## src/rtl/mem_req_arbiter_if.sv

```systemverilog
// Request/response port bundle shared by requesters and downstream memory.
// master drives requests and receives responses; slave is the opposite side.
interface mem_req_arbiter_if;
  logic        rq_valid;
  logic        rq_ready;
  logic [31:0] rq_addr;
  logic        rq_iswrite;
  logic [31:0] rq_data;
  logic        rs_valid;
  logic [31:0] rs_data;

  modport master (
    output rq_valid, rq_addr, rq_iswrite, rq_data,
    input  rq_ready, rs_valid, rs_data
  );

  modport slave (
    input  rq_valid, rq_addr, rq_iswrite, rq_data,
    output rq_ready, rs_valid, rs_data
  );
endinterface

```

## src/rtl/mem_req_arbiter.sv

```systemverilog
// Two-way round-robin memory request arbiter with an in-order owner tag
// FIFO that steers each downstream response back to its requester.
module mem_req_arbiter #(
  parameter int LGINFL = 1
) (
  input  logic              clk,
  input  logic              reset,
  mem_req_arbiter_if.slave  m0,
  mem_req_arbiter_if.slave  m1,
  mem_req_arbiter_if.master ds,
  output logic [LGINFL:0]   inflight,
  output logic              err_unexpected_rs
);
  localparam int DEPTH = 1 << LGINFL;
  localparam int CW = LGINFL + 1;
  localparam logic [CW-1:0] DEPTH_C = CW'(DEPTH);

  logic [DEPTH-1:0]  fifo_q, fifo_d;
  logic [LGINFL-1:0] wptr_q, wptr_d;
  logic [LGINFL-1:0] rptr_q, rptr_d;
  logic [CW-1:0]     count_q, count_d;
  logic              last_q, last_d;
  logic              err_q, err_d;

  logic any_rq;
  logic gnt;
  logic can_issue;
  logic rq_vld;
  logic push;
  logic pop;
  logic head;

  always_comb begin
    any_rq = m0.rq_valid | m1.rq_valid;
    // On contention the requester that did not win last time goes next.
    gnt = (m0.rq_valid & m1.rq_valid) ? ~last_q : m1.rq_valid;
    // A response retiring this cycle frees a slot for a new issue.
    can_issue = (count_q < DEPTH_C) | ds.rs_valid;
    rq_vld = any_rq & can_issue;
    push = rq_vld & ds.rq_ready;
    pop = ds.rs_valid & (count_q != '0);
    head = fifo_q[rptr_q];
  end

  always_comb begin
    fifo_d = fifo_q;
    wptr_d = wptr_q;
    rptr_d = rptr_q;
    count_d = count_q;
    last_d = last_q;
    err_d = err_q;
    if (push) begin
      fifo_d[wptr_q] = gnt;
      wptr_d = wptr_q + LGINFL'(1);
      last_d = gnt;
    end
    if (pop) begin
      rptr_d = rptr_q + LGINFL'(1);
    end
    if (ds.rs_valid & ~pop) begin
      err_d = 1'b1;
    end
    unique case ({push, pop})
      2'b10:   count_d = count_q + CW'(1);
      2'b01:   count_d = count_q - CW'(1);
      default: count_d = count_q;
    endcase
  end

  always_ff @(posedge clk) begin
    if (reset) begin
      fifo_q <= '0;
      wptr_q <= '0;
      rptr_q <= '0;
      count_q <= '0;
      last_q <= 1'b1;
      err_q <= 1'b0;
    end else begin
      fifo_q <= fifo_d;
      wptr_q <= wptr_d;
      rptr_q <= rptr_d;
      count_q <= count_d;
      last_q <= last_d;
      err_q <= err_d;
    end
  end

  assign ds.rq_valid = rq_vld;
  assign ds.rq_addr = gnt ? m1.rq_addr : m0.rq_addr;
  assign ds.rq_iswrite = gnt ? m1.rq_iswrite : m0.rq_iswrite;
  assign ds.rq_data = gnt ? m1.rq_data : m0.rq_data;

  assign m0.rq_ready = push & ~gnt;
  assign m1.rq_ready = push & gnt;

  assign m0.rs_valid = pop & ~head;
  assign m1.rs_valid = pop & head;
  assign m0.rs_data = ds.rs_data;
  assign m1.rs_data = ds.rs_data;

  assign inflight = count_q;
  assign err_unexpected_rs = err_q;
endmodule

```

## src/flat_wrapper.sv

```systemverilog
// flat-port wrapper written by rule: the top's interface ports become plain ports
module mem_req_arbiter_flat 
#(
  parameter int LGINFL = 1
)
  (clk, reset, inflight, err_unexpected_rs, m0_rq_valid, m0_rq_addr, m0_rq_iswrite, m0_rq_data, m0_rq_ready, m0_rs_valid, m0_rs_data, m1_rq_valid, m1_rq_addr, m1_rq_iswrite, m1_rq_data, m1_rq_ready, m1_rs_valid, m1_rs_data, ds_rq_valid, ds_rq_addr, ds_rq_iswrite, ds_rq_data, ds_rq_ready, ds_rs_valid, ds_rs_data);
  mem_req_arbiter_if m0_i ();
  mem_req_arbiter_if m1_i ();
  mem_req_arbiter_if ds_i ();
  input  logic clk;
  input  logic reset;
  output logic [LGINFL:0] inflight;
  output logic err_unexpected_rs;
  input wire logic [$bits(m0_i.rq_valid)-1:0] m0_rq_valid;
  input wire logic [$bits(m0_i.rq_addr)-1:0] m0_rq_addr;
  input wire logic [$bits(m0_i.rq_iswrite)-1:0] m0_rq_iswrite;
  input wire logic [$bits(m0_i.rq_data)-1:0] m0_rq_data;
  output wire logic [$bits(m0_i.rq_ready)-1:0] m0_rq_ready;
  output wire logic [$bits(m0_i.rs_valid)-1:0] m0_rs_valid;
  output wire logic [$bits(m0_i.rs_data)-1:0] m0_rs_data;
  input wire logic [$bits(m1_i.rq_valid)-1:0] m1_rq_valid;
  input wire logic [$bits(m1_i.rq_addr)-1:0] m1_rq_addr;
  input wire logic [$bits(m1_i.rq_iswrite)-1:0] m1_rq_iswrite;
  input wire logic [$bits(m1_i.rq_data)-1:0] m1_rq_data;
  output wire logic [$bits(m1_i.rq_ready)-1:0] m1_rq_ready;
  output wire logic [$bits(m1_i.rs_valid)-1:0] m1_rs_valid;
  output wire logic [$bits(m1_i.rs_data)-1:0] m1_rs_data;
  output wire logic [$bits(ds_i.rq_valid)-1:0] ds_rq_valid;
  output wire logic [$bits(ds_i.rq_addr)-1:0] ds_rq_addr;
  output wire logic [$bits(ds_i.rq_iswrite)-1:0] ds_rq_iswrite;
  output wire logic [$bits(ds_i.rq_data)-1:0] ds_rq_data;
  input wire logic [$bits(ds_i.rq_ready)-1:0] ds_rq_ready;
  input wire logic [$bits(ds_i.rs_valid)-1:0] ds_rs_valid;
  input wire logic [$bits(ds_i.rs_data)-1:0] ds_rs_data;
  assign m0_i.rq_valid = m0_rq_valid;
  assign m0_i.rq_addr = m0_rq_addr;
  assign m0_i.rq_iswrite = m0_rq_iswrite;
  assign m0_i.rq_data = m0_rq_data;
  assign m0_rq_ready = m0_i.rq_ready;
  assign m0_rs_valid = m0_i.rs_valid;
  assign m0_rs_data = m0_i.rs_data;
  assign m1_i.rq_valid = m1_rq_valid;
  assign m1_i.rq_addr = m1_rq_addr;
  assign m1_i.rq_iswrite = m1_rq_iswrite;
  assign m1_i.rq_data = m1_rq_data;
  assign m1_rq_ready = m1_i.rq_ready;
  assign m1_rs_valid = m1_i.rs_valid;
  assign m1_rs_data = m1_i.rs_data;
  assign ds_rq_valid = ds_i.rq_valid;
  assign ds_rq_addr = ds_i.rq_addr;
  assign ds_rq_iswrite = ds_i.rq_iswrite;
  assign ds_rq_data = ds_i.rq_data;
  assign ds_i.rq_ready = ds_rq_ready;
  assign ds_i.rs_valid = ds_rs_valid;
  assign ds_i.rs_data = ds_rs_data;
  mem_req_arbiter #(.LGINFL(LGINFL)) u_core (.clk(clk), .reset(reset), .m0(m0_i), .m1(m1_i), .ds(ds_i), .inflight(inflight), .err_unexpected_rs(err_unexpected_rs));
endmodule
```

## config.mk

```make
export PLATFORM = sky130hd
export DESIGN_NAME = mem_req_arbiter_flat
export DESIGN_NICKNAME = d
export VERILOG_FILES = /design/src/rtl/mem_req_arbiter_if.sv /design/src/rtl/mem_req_arbiter.sv /design/src/flat_wrapper.sv
export SDC_FILE = /design/constraint.sdc
export NUM_CORES = 1
export LEC_CHECK = 0
export CAP_MARGIN = 40
export CORE_AREA = 5 5 116 118
export CTS_CLUSTER_DIAMETER = 100
export DETAILED_ROUTE_END_ITERATION = 12
export DIE_AREA = 0 0 121 123
export GPL_TIMING_DRIVEN = 0
export PLACE_DENSITY = 0.63
export SLEW_MARGIN = 20
export SYNTH_ARGS = -nofsm -noshare
export SYNTH_HDL_FRONTEND = slang
export SYNTH_SLANG_ARGS = --single-unit
```

## constraint.sdc

```tcl
create_clock -name clk -period 2 [get_ports clk]
set_input_delay 0.4 -clock clk [delete_from_list [all_inputs] [get_ports clk]]
set_output_delay 0.4 -clock clk [all_outputs]
set_load 0.005 [all_outputs]
```

==> impl_metrics.env, run 1 <==
export IMPL_status="complete, but fails checks"
export IMPL_violations="negative setup slack"
export IMPL_rr_worst_depth=7
export IMPL_p_per_area_nw_per_um2=384.4
export IMPL_post_place_ws_ns=-0.9972
export IMPL_wl_mm=10.30
export IMPL_power_leakage_nw=2.344
export IMPL_total_power_mw=2.001
export IMPL_worstMarginPinSlew_ns=0.4870
export IMPL_drc=0
export IMPL_ys_flop_type="dfxtp_1"
export IMPL_synth_top_cell_by_area="mux2_2"
export IMPL_synth_common_cells="65 x buf_4, 65 x mux2_2, 10 x nor2_1"
export IMPL_firstDrtPassIters=4
export IMPL_syn_inst=184
export IMPL_drtIter0Drc=25
export IMPL_cp_data_arrival_time_ns=1.62
export IMPL_ys_warn_count=0
export IMPL_tns_ns=-0.1088
export IMPL_vdd_drop_max_mv=0.2356
export IMPL_grt_start_max_net_pins=11
export IMPL_root_buffer="clkbuf_16"
export IMPL_clock_skew_ns=0.001511
export IMPL_first_global_vias=2705
export IMPL_grt_first_pass_wirelength_mm=14.65
export IMPL_period_needed_ns=2.016
export IMPL_final_cells=653
export IMPL_finalHoldViolations=0
export IMPL_ys_async_sr_fraction_pct=0
export IMPL_synth_cell_type_count=24
export IMPL_io_buffers=271
export IMPL_worst_ep_required_time_ns=1.60
export IMPL_whs_endpoint="u_core.fifo_q[0]"
export IMPL_htree_levels=1
export IMPL_die_x_um=121
export IMPL_rsz0062_at_grt="yes"
export IMPL_grt_use_total_pct=12.27
export IMPL_maxSlewHeadroom_pct=67.54
export IMPL_vias=2391
export IMPL_period_share_pct=100.8
export IMPL_cap_violations=0
export IMPL_wl_per_cell_um=15.77
export IMPL_area_growth_synth_to_final_pct=211.4
export IMPL_antennaDiodeCount=0
export IMPL_critical_path_class="reg2out"
export IMPL_worst_hold_slack_ns=0.4826
export IMPL_ant_nets=0
export IMPL_reg2reg_slack_ns=0.18
export IMPL_yosysSeqAreaShare_pct=9.581
export IMPL_ys_ff_latch=8
export IMPL_min_path_cells=2
export IMPL_min_from="u_core.fifo_q[0]"
export IMPL_synth_edf_count=0
export IMPL_worstSkewPairLatency_ns=0.23
export IMPL_start_kind="flip-flop"
export IMPL_place_area_um2=4599
export IMPL_syn_area_um2=1672
export IMPL_n_fill_cell=1203
export IMPL_start_util_pct=13.52
export IMPL_synth_fp_nets=353
export IMPL_reg2reg_to="u_core.inflight[1]"
export IMPL_ctsHoldBuffers=0
export IMPL_fin_ws_ns=-0.01615
export IMPL_cts_tree="built"
export IMPL_worstPathMaxFanout=6
export IMPL_cts_buffers=3
export IMPL_cts_sinks=8
export IMPL_clkTransAtPathRegs_ns=0.04
export IMPL_drive_gt1_share_pct=50.10
export IMPL_rows=41
export IMPL_finalSetupViolations=12
export IMPL_nNetsFinal=652
export IMPL_dieArea_um2=14880
export IMPL_grt_overflow=0
export IMPL_antenna_found_initial=0
export IMPL_syn_area_per_cell_um2=9.085
export IMPL_pin_count=305
export IMPL_finalMaxSlewViolations=0
export IMPL_max_clock_path_buffers=2
export IMPL_place_inst=627
export IMPL_final_util_pct=42.10
export IMPL_hold_class="reg2reg"
export IMPL_dp_hpwl_mm=8.553
export IMPL_gp_congestion=0.7946
export IMPL_finalInstanceArea_um2=5205
export IMPL_max_freq_mhz=496.0
export IMPL_synth_area_top_cells="mux2_2 44%, buf_4 29%, dfxtp_1 9.6%, mux2i_1 2.4%, nor2_1 2.2%"
export IMPL_end_kind="output port"
export IMPL_yosys_area_top_type_share_pct=43.79
export IMPL_vias_per_cell=3.662
export IMPL_rr_startpoint="u_core.inflight[1]"
export IMPL_core_um2=12360
export IMPL_die_h_um=123
how the worst max path moves through the flow:
stage	start	to	cells after the start
2_1_floorplan	u_core.inflight[1]	u_core.inflight[1]	6
3_3_place_gp	m1_rq_valid	ds_rq_data[22]	6
3_5_place_dp	m1_rq_valid	ds_rq_data[22]	6
4_1_cts	u_core.last_q	ds_rq_data[25]	8
5_1_grt	u_core.last_q	ds_rq_addr[10]	7
6_report	u_core.last_q	ds_rq_addr[11]	7
routing by layer:
| layer | share of wire (%) | routed length [um] | vias to the layer above | track usage, % |
|---|---|---|---|---|
| met5 | 0 | 0 | - | 0 |
| li1 | - | - | 1156 | - |
| met3 | 12 | 1218 | 8 | 5.535 |
| met1 | 34 | 3461 | 1076 | 12.89 |
| met2 | 54 | 5533 | 151 | 23.17 |
| met4 | 0.82 | 84 | 0 | 1.416 |
critical path: stages (launching register included):
cell and delay [ns]:
dfxtp_2 0.33, a21boi_4 0.15, buf_6 0.13, buf_8 0.11, buf_8 0.13, buf_6 0.12
mux2_4 0.30, buf_6 0.12
area by class of cell:
type	instances	area [um^2]	area share (%)
repair buffers	295	2979	57.24
multi-input cells	101	1181	22.69
plain buffers	72	585.6	11.25
well taps	172	215.2	4.135
flip-flops and latches	8	161.4	3.101
clock buffers	3	75.07	1.442
inverters	2	7.507	0.1442
layout by cell type (no fill, tap or decap), types with 3 or more instances in the layout:
cell,count
clkbuf_16,3
mux2_2,17
buf_16,3
clkdlybuf4s50_1,199
dfxtp_1,7
buf_2,24
buf_6,62
nor2_1,10
buf_4,65
mux2_4,48
nand2b_1,3
mux2i_1,4
buf_8,7
flip-flops by register name, summed over array words and instances (netlist names):
signal and count:
u_core.err_unexpected_rs 1, u_core.rptr_q 1, u_core.fifo_q 2, u_core.inflight 2, u_core.last_q 1, u_core.wptr_q 1
report_power, final:
group | internal (mW) | switching [mW]
clock network | 0.258 | 0.0775
registers | 0.198 | 0.0402
logic | 1.01 | 0.416
total | 1.47 | 0.534
what timing repair did:
action | CTS | global route
gates resized for setup | 415 | 5
cloned | 3 | 0
buffers inserted | 22 | 0
pin swaps | 3 | 1
setup endpoints to repair | 71 | 50
logic make-up (layout without fill, tap and decap cells):
kind of cell	Yosys count	after routing	synth area share (%)
AO/OA/AOI/OAI	7	7	2.620
XOR/XNOR	3	3	1.572
adder cells (fa/ha/maj)	1	1	0.7484
buffers and inverters	75	372	32.34
flip-flops	8	8	9.581
multiplexers	69	69	46.18
AND/OR/NAND/NOR	21	21	6.961
Note: power is estimated with default switching activity, not from simulation.
==> inputs of run 2 (changes only) <==
Settings changed: CORE_AREA 5 5 116 118 to 5 5 115 117, CTS_CLUSTER_DIAMETER 100 to 120, DIE_AREA 0 0 121 123 to 0 0 120 122, PLACE_DENSITY 0.63 to 0.66.
Clock period 2 ns to 1.85 ns, I/O delays scaled along.
==> run 2 against run 1 <==
  * Critical path type unchanged
  * Cell count shrank 2.6%
  * The run still ends with negative setup slack left
  * Total power grew 11%
  * Largest power group unchanged
  * Clock power grew 8.1%
  * Critical path depth shrank 1
  * Sequential power grew 11%
  * Worst hold slack lost 0.0086 ns
==> impl_metrics.env, run 2 (synthesized netlist as in run 1, its figures left out) <==
export IMPL_status="complete, but fails checks"
export IMPL_violations="negative setup slack"
export IMPL_total_power_mw=2.215
export IMPL_p_per_area_nw_per_um2=417.9
export IMPL_drive_gt1_share_pct=51.65
export IMPL_startpoint="u_core.last_q"
export IMPL_vias=2383
export IMPL_pin_count=305
export IMPL_root_buffer="clkbuf_16"
export IMPL_finalMaxSlewViolations=0
export IMPL_n_fill_cell=1150
export IMPL_end_kind="output port"
export IMPL_maxSlewHeadroom_pct=71.82
export IMPL_tns_ns=-2.604
export IMPL_period_needed_ns=1.932
export IMPL_antennaDiodeCount=0
export IMPL_min_path_cells=2
export IMPL_cap_violations=0
export IMPL_dp_hpwl_mm=8.231
export IMPL_drtIter0Drc=20
export IMPL_power_leakage_nw=2.405
export IMPL_critical_path_class="reg2out"
export IMPL_die_x_um=120
export IMPL_clock_skew_ns=0.001363
export IMPL_cp_data_arrival_time_ns=1.56
export IMPL_period_share_pct=104.4
export IMPL_grt_overflow=0
export IMPL_ant_nets=0
export IMPL_vdd_drop_max_mv=0.2828
export IMPL_io_buffers=271
export IMPL_worstMarginPinSlew_ns=0.4227
export IMPL_layout_common_cells="199 x clkdlybuf4s50_1, 74 x buf_4, 73 x buf_6"
export IMPL_dieArea_um2=14640
export IMPL_firstDrtPassIters=4
export IMPL_grt_first_pass_wirelength_mm=13.85
export IMPL_wl_mm=9.822
export IMPL_rsz0062_at_grt="yes"
export IMPL_final_util_pct=43.22
export IMPL_area_growth_synth_to_final_pct=217.0
export IMPL_vias_per_cell=3.747
export IMPL_htree_levels=1
export IMPL_start_kind="flip-flop"
export IMPL_switching_power_mw=0.5774
export IMPL_antenna_found_initial=0
export IMPL_grt_start_max_net_pins=11
export IMPL_core_um2=12260
export IMPL_max_freq_mhz=517.6
export IMPL_rr_worst_depth=7
export IMPL_gp_congestion=0.7825
export IMPL_wl_per_cell_um=15.44
export IMPL_hold_class="reg2reg"
export IMPL_p_comb_share_pct=71.8
export IMPL_cts_tree="built"
export IMPL_first_global_vias=2745
export IMPL_grt_use_total_pct=11.63
export IMPL_worstPathMaxFanout=5
export IMPL_clkTransAtPathRegs_ns=0.04
export IMPL_max_clock_path_buffers=2
export IMPL_finalHoldViolations=0
export IMPL_min_from="u_core.fifo_q[0]"
export IMPL_worst_ep_required_time_ns=1.48
export IMPL_worstSkewPairLatency_ns=0.23
export IMPL_p_int_mw=1.637
export IMPL_nNetsFinal=657
export IMPL_start_util_pct=13.63
export IMPL_pwr_share_seq_pct=11.9
export IMPL_cts_buffers=3
export IMPL_rr_startpoint="u_core.inflight[1]"
export IMPL_clockPowerShare_pct=16.4
export IMPL_rows=41
export IMPL_final_common_cell="clkdlybuf4s50_1"
export IMPL_finalSetupViolations=44
export IMPL_die_h_um=122
export IMPL_fin_ws_ns=-0.08194
export IMPL_p_sw_share_pct=26.07
export IMPL_drc=0
export IMPL_cts_sinks=8
export IMPL_ctsHoldBuffers=0
==> run 2: through the flow <==
stage,std cells,setup WS (ns),instance area [um^2],hold slack [ns]
2_1_floorplan,184,0.04541,1684,0.4488
3_3_place_gp,605,-1.082,4584,0.4616
3_5_place_dp,605,-1.054,4584,0.4715
4_1_cts,636,-0.1134,5181,0.4785
5_1_grt,636,-0.1454,5299,0.5106
6_report,636,-0.08194,5299,0.4741
==> run 2: worst paths after layout <==
check                             to  slack [ns]
setup / recovery      ds_rq_addr[23]       -0.08
hold / removal      u_core.fifo_q[0]        0.47
setup reg to reg  u_core.inflight[1]        0.07
hold reg to reg     u_core.fifo_q[0]        0.47
==> run 2: timing repair <==
action                     in CTS  in global routing
gates cloned                    1                  0
pin swaps                       3                  2
setup buffers                  28                  2
setup endpoints to repair      72                 69
gates resized for setup       411                 32
==> run 2: cell type report <==
type                    instances  area [um^2]  share of cell area (%)
clock buffers                   3        75.07                   1.417
inverters                       2        7.507                  0.1417
repair buffers                300         3055                   57.66
plain buffers                  72        585.6                   11.05
multi-input cells             101         1221                   23.05
well taps                     150        187.7                   3.542
flip-flops and latches          8        166.4                   3.141
==> run 2: critical path: stages, from the launching register on <==
cell,delay [ns]
dfxtp_2,0.33
a21boi_4,0.18
buf_12,0.16
buf_8,0.11
buf_6,0.11
mux2_2,0.32
buf_2,0.13
==> run 2: power by group through the flow <==
stage               Combinational [mW]  Clock, mW  Sequential (mW)
floorplan                        0.489          0            0.250
global placement                  1.30          0            0.253
finish                            1.59      0.362            0.263
CTS                               1.54      0.367            0.264
global route                      1.69      0.375            0.269
detailed placement                1.32          0            0.257
==> run 2: metal layers <==
metal  vias up  global-route usage [%]  routed length [um]
met4         0                   1.432                  89
li1       1169                       -                   -
met5         -                       0                   0
met1      1074                   12.57                3364
met2       132                   22.80                5512
met3         8                   3.482                 855
==> inputs of run 3 (changes only) <==
Settings changed: CORE_AREA 5 5 115 117 to 2 2 119 121, DIE_AREA 0 0 120 122 to 0 0 121 123, PLACE_DENSITY 0.66 to 0.6, SKIP_LAST_GASP set to 1.
==> run 3 against run 2 <==
  * The flow still finishes with violations (negative setup slack)
  * Non-clock buffer count is 9 higher
  * Sequential power is 2% lower
  * Worst hold slack worse by 0.022 ns
  * Core utilization is 2.6 points lower
  * Clock-buffer cell count stayed put
==> impl_metrics.env, run 3 (synthesized netlist as in run 1, its figures left out) <==
export IMPL_p_int_mw=1.699
export IMPL_nNetsFinal=666
export IMPL_grt_overflow=0
export IMPL_p_per_area_nw_per_um2=416.9
export IMPL_final_common_cell="clkdlybuf4s50_1"
export IMPL_ant_nets=0
export IMPL_end_kind="output port"
export IMPL_fin_ws_ns=-0.1275
export IMPL_worstSkewPairLatency_ns=0.23
export IMPL_cts_sinks=8
export IMPL_reg2reg_to="u_core.inflight[1]"
export IMPL_worstPathMaxFanout=4
export IMPL_switching_power_mw=0.6071
export IMPL_start_util_pct=12.28
export IMPL_place_area_um2=4622
export IMPL_cts_tree="built"
export IMPL_cp_endpoint="ds_rq_addr[6]"
export IMPL_vdd_drop_max_mv=0.2856
export IMPL_grt_start_max_net_pins=11
export IMPL_finalInstanceArea_um2=5532
export IMPL_rsz0062_at_grt="yes"
export IMPL_worstMarginPinSlew_ns=0.4342
export IMPL_clockPowerShare_pct=16.0
export IMPL_violations="negative setup slack"
export IMPL_die_h_um=123
export IMPL_total_power_mw=2.306
export IMPL_power_leakage_nw=2.521
export IMPL_finalSetupViolations=58
export IMPL_clkTransAtPathRegs_ns=0.04
export IMPL_final_util_pct=40.64
export IMPL_rr_worst_depth=7
export IMPL_tns_ns=-4.728
export IMPL_wl_per_cell_um=15.65
export IMPL_finalHoldViolations=0
export IMPL_finalMaxSlewViolations=0
export IMPL_die_x_um=121
export IMPL_drtIter0Drc=55
export IMPL_pin_count=305
export IMPL_period_share_pct=106.9
export IMPL_drive_gt1_share_pct=52.53
export IMPL_p_sw_share_pct=26.32
export IMPL_vias=2432
export IMPL_cts_buffers=3
export IMPL_dieArea_um2=14880
export IMPL_core_um2=13610
export IMPL_grt_use_total_pct=12.31
export IMPL_cap_violations=0
export IMPL_status="complete, but fails checks"
export IMPL_gp_congestion=0.7196
export IMPL_worst_ep_required_time_ns=1.48
export IMPL_place_inst=635
export IMPL_cp_data_arrival_time_ns=1.61
export IMPL_layout_common_cells="199 x clkdlybuf4s50_1, 79 x buf_6, 74 x buf_4"
export IMPL_ctsHoldBuffers=0
export IMPL_root_buffer="clkbuf_16"
export IMPL_rr_startpoint="u_core.inflight[1]"
export IMPL_final_cells=675
export IMPL_area_growth_synth_to_final_pct=230.9
export IMPL_critical_path_class="reg2out"
export IMPL_maxSlewHeadroom_pct=71.05
export IMPL_antenna_found_initial=0
export IMPL_firstDrtPassIters=2
export IMPL_vias_per_cell=3.603
export IMPL_max_clock_path_buffers=2
export IMPL_grt_first_pass_wirelength_mm=14.12
export IMPL_antennaDiodeCount=0
export IMPL_io_buffers=271
export IMPL_startpoint="u_core.last_q"
export IMPL_drc=0
export IMPL_pwr_share_seq_pct=11.2
export IMPL_clock_skew_ns=0.003014
export IMPL_period_needed_ns=1.978
export IMPL_rows=43
export IMPL_reg2reg_slack_ns=0.12
export IMPL_first_global_vias=2639
export IMPL_dp_hpwl_mm=8.327
export IMPL_max_freq_mhz=505.7
export IMPL_n_fill_cell=1307
export IMPL_wl_mm=10.57
export IMPL_p_comb_share_pct=72.8
export IMPL_htree_levels=1
export IMPL_hold_class="in2reg"
export IMPL_start_kind="flip-flop"
==> run 3: changes by cell type in the layout (fill, tap and decap cells not counted), moves of 2 or more <==
cell / before / now
buf_2: 11 / 5
mux2_2: 8 / 1
dfxtp_2: 2 / 4
mux2_4: 57 / 64
buf_8: 6 / 8
buf_6: 73 / 79
nor2_1: 8 / 10
clkbuf_2: 1 / 4
nor2_2: 2 / 0
==> run 3: worst max-delay path, stage by stage (launching register included) <==
cell	delay [ns]
dfxtp_2	0.32
a21boi_4	0.21
buf_6	0.17
buf_8	0.12
buf_6	0.12
mux2_4	0.30
buf_6	0.12
==> run 3: final cells by class <==
class / instances / area, um^2 / share of cell area [%]
clock buffer: 3 / 75.07 / 1.357
timing repair buffer: 308 / 3209 / 58.02
tap: 180 / 225.2 / 4.071
sequential: 8 / 165.2 / 2.986
buffer: 73 / 600.6 / 10.86
multi-input combinational: 101 / 1249 / 22.57
inverter: 2 / 7.507 / 0.1357
==> run 3: how the worst min path moves through the flow <==
stage,start,endpoint,slack [ns],cells after the start
final,ds_rs_valid,u_core.err_unexpected_rs,0.45,3
after global routing,ds_rs_valid,u_core.err_unexpected_rs,0.47,3
after CTS,u_core.err_unexpected_rs,u_core.err_unexpected_rs,0.47,2
after detailed placement,u_core.err_unexpected_rs,u_core.err_unexpected_rs,0.46,2
after global placement,u_core.err_unexpected_rs,u_core.err_unexpected_rs,0.45,2
after floorplan,u_core.fifo_q[1],u_core.fifo_q[1],0.45,2
==> run 3: metal layers <==
metal | share of wire [%] | GRT usage [%] | up-vias | wire, um
li1 | - | - | 1184 | -
met2 | 53 | 22.68 | 140 | 5578
met4 | 1.2 | 2.398 | 0 | 124
met1 | 36 | 13.40 | 1097 | 3773
met5 | 0 | 0 | - | 0
met3 | 10 | 4.797 | 11 | 1088
==> run 3: repair_timing <==
item	4_1_cts	5_1_grt
cloned	2	1
buffers inserted	29	7
resized for setup	392	62
endpoints found under the hold margin	0	0
setup endpoints to repair	72	69
pin swaps	3	2
==> run 3: stage by stage <==
stage / hold WS, ns / setup slack (ns)
after global routing: 0.4732 / -0.1804
final: 0.4525 / -0.1275
after global placement: 0.4508 / -1.118
after detailed placement: 0.4632 / -1.122
after floorplan: 0.4488 / 0.04541
after CTS: 0.4738 / -0.1919
==> run 3: power groups by stage <==
stage / logic (mW) / clock network [mW] / registers (mW)
global placement: 1.30 / 0 / 0.252
global route: 1.80 / 0.387 / 0.264
CTS: 1.57 / 0.378 / 0.253
detailed placement: 1.32 / 0 / 0.254
floorplan: 0.489 / 0 / 0.250
finish: 1.68 / 0.368 / 0.258
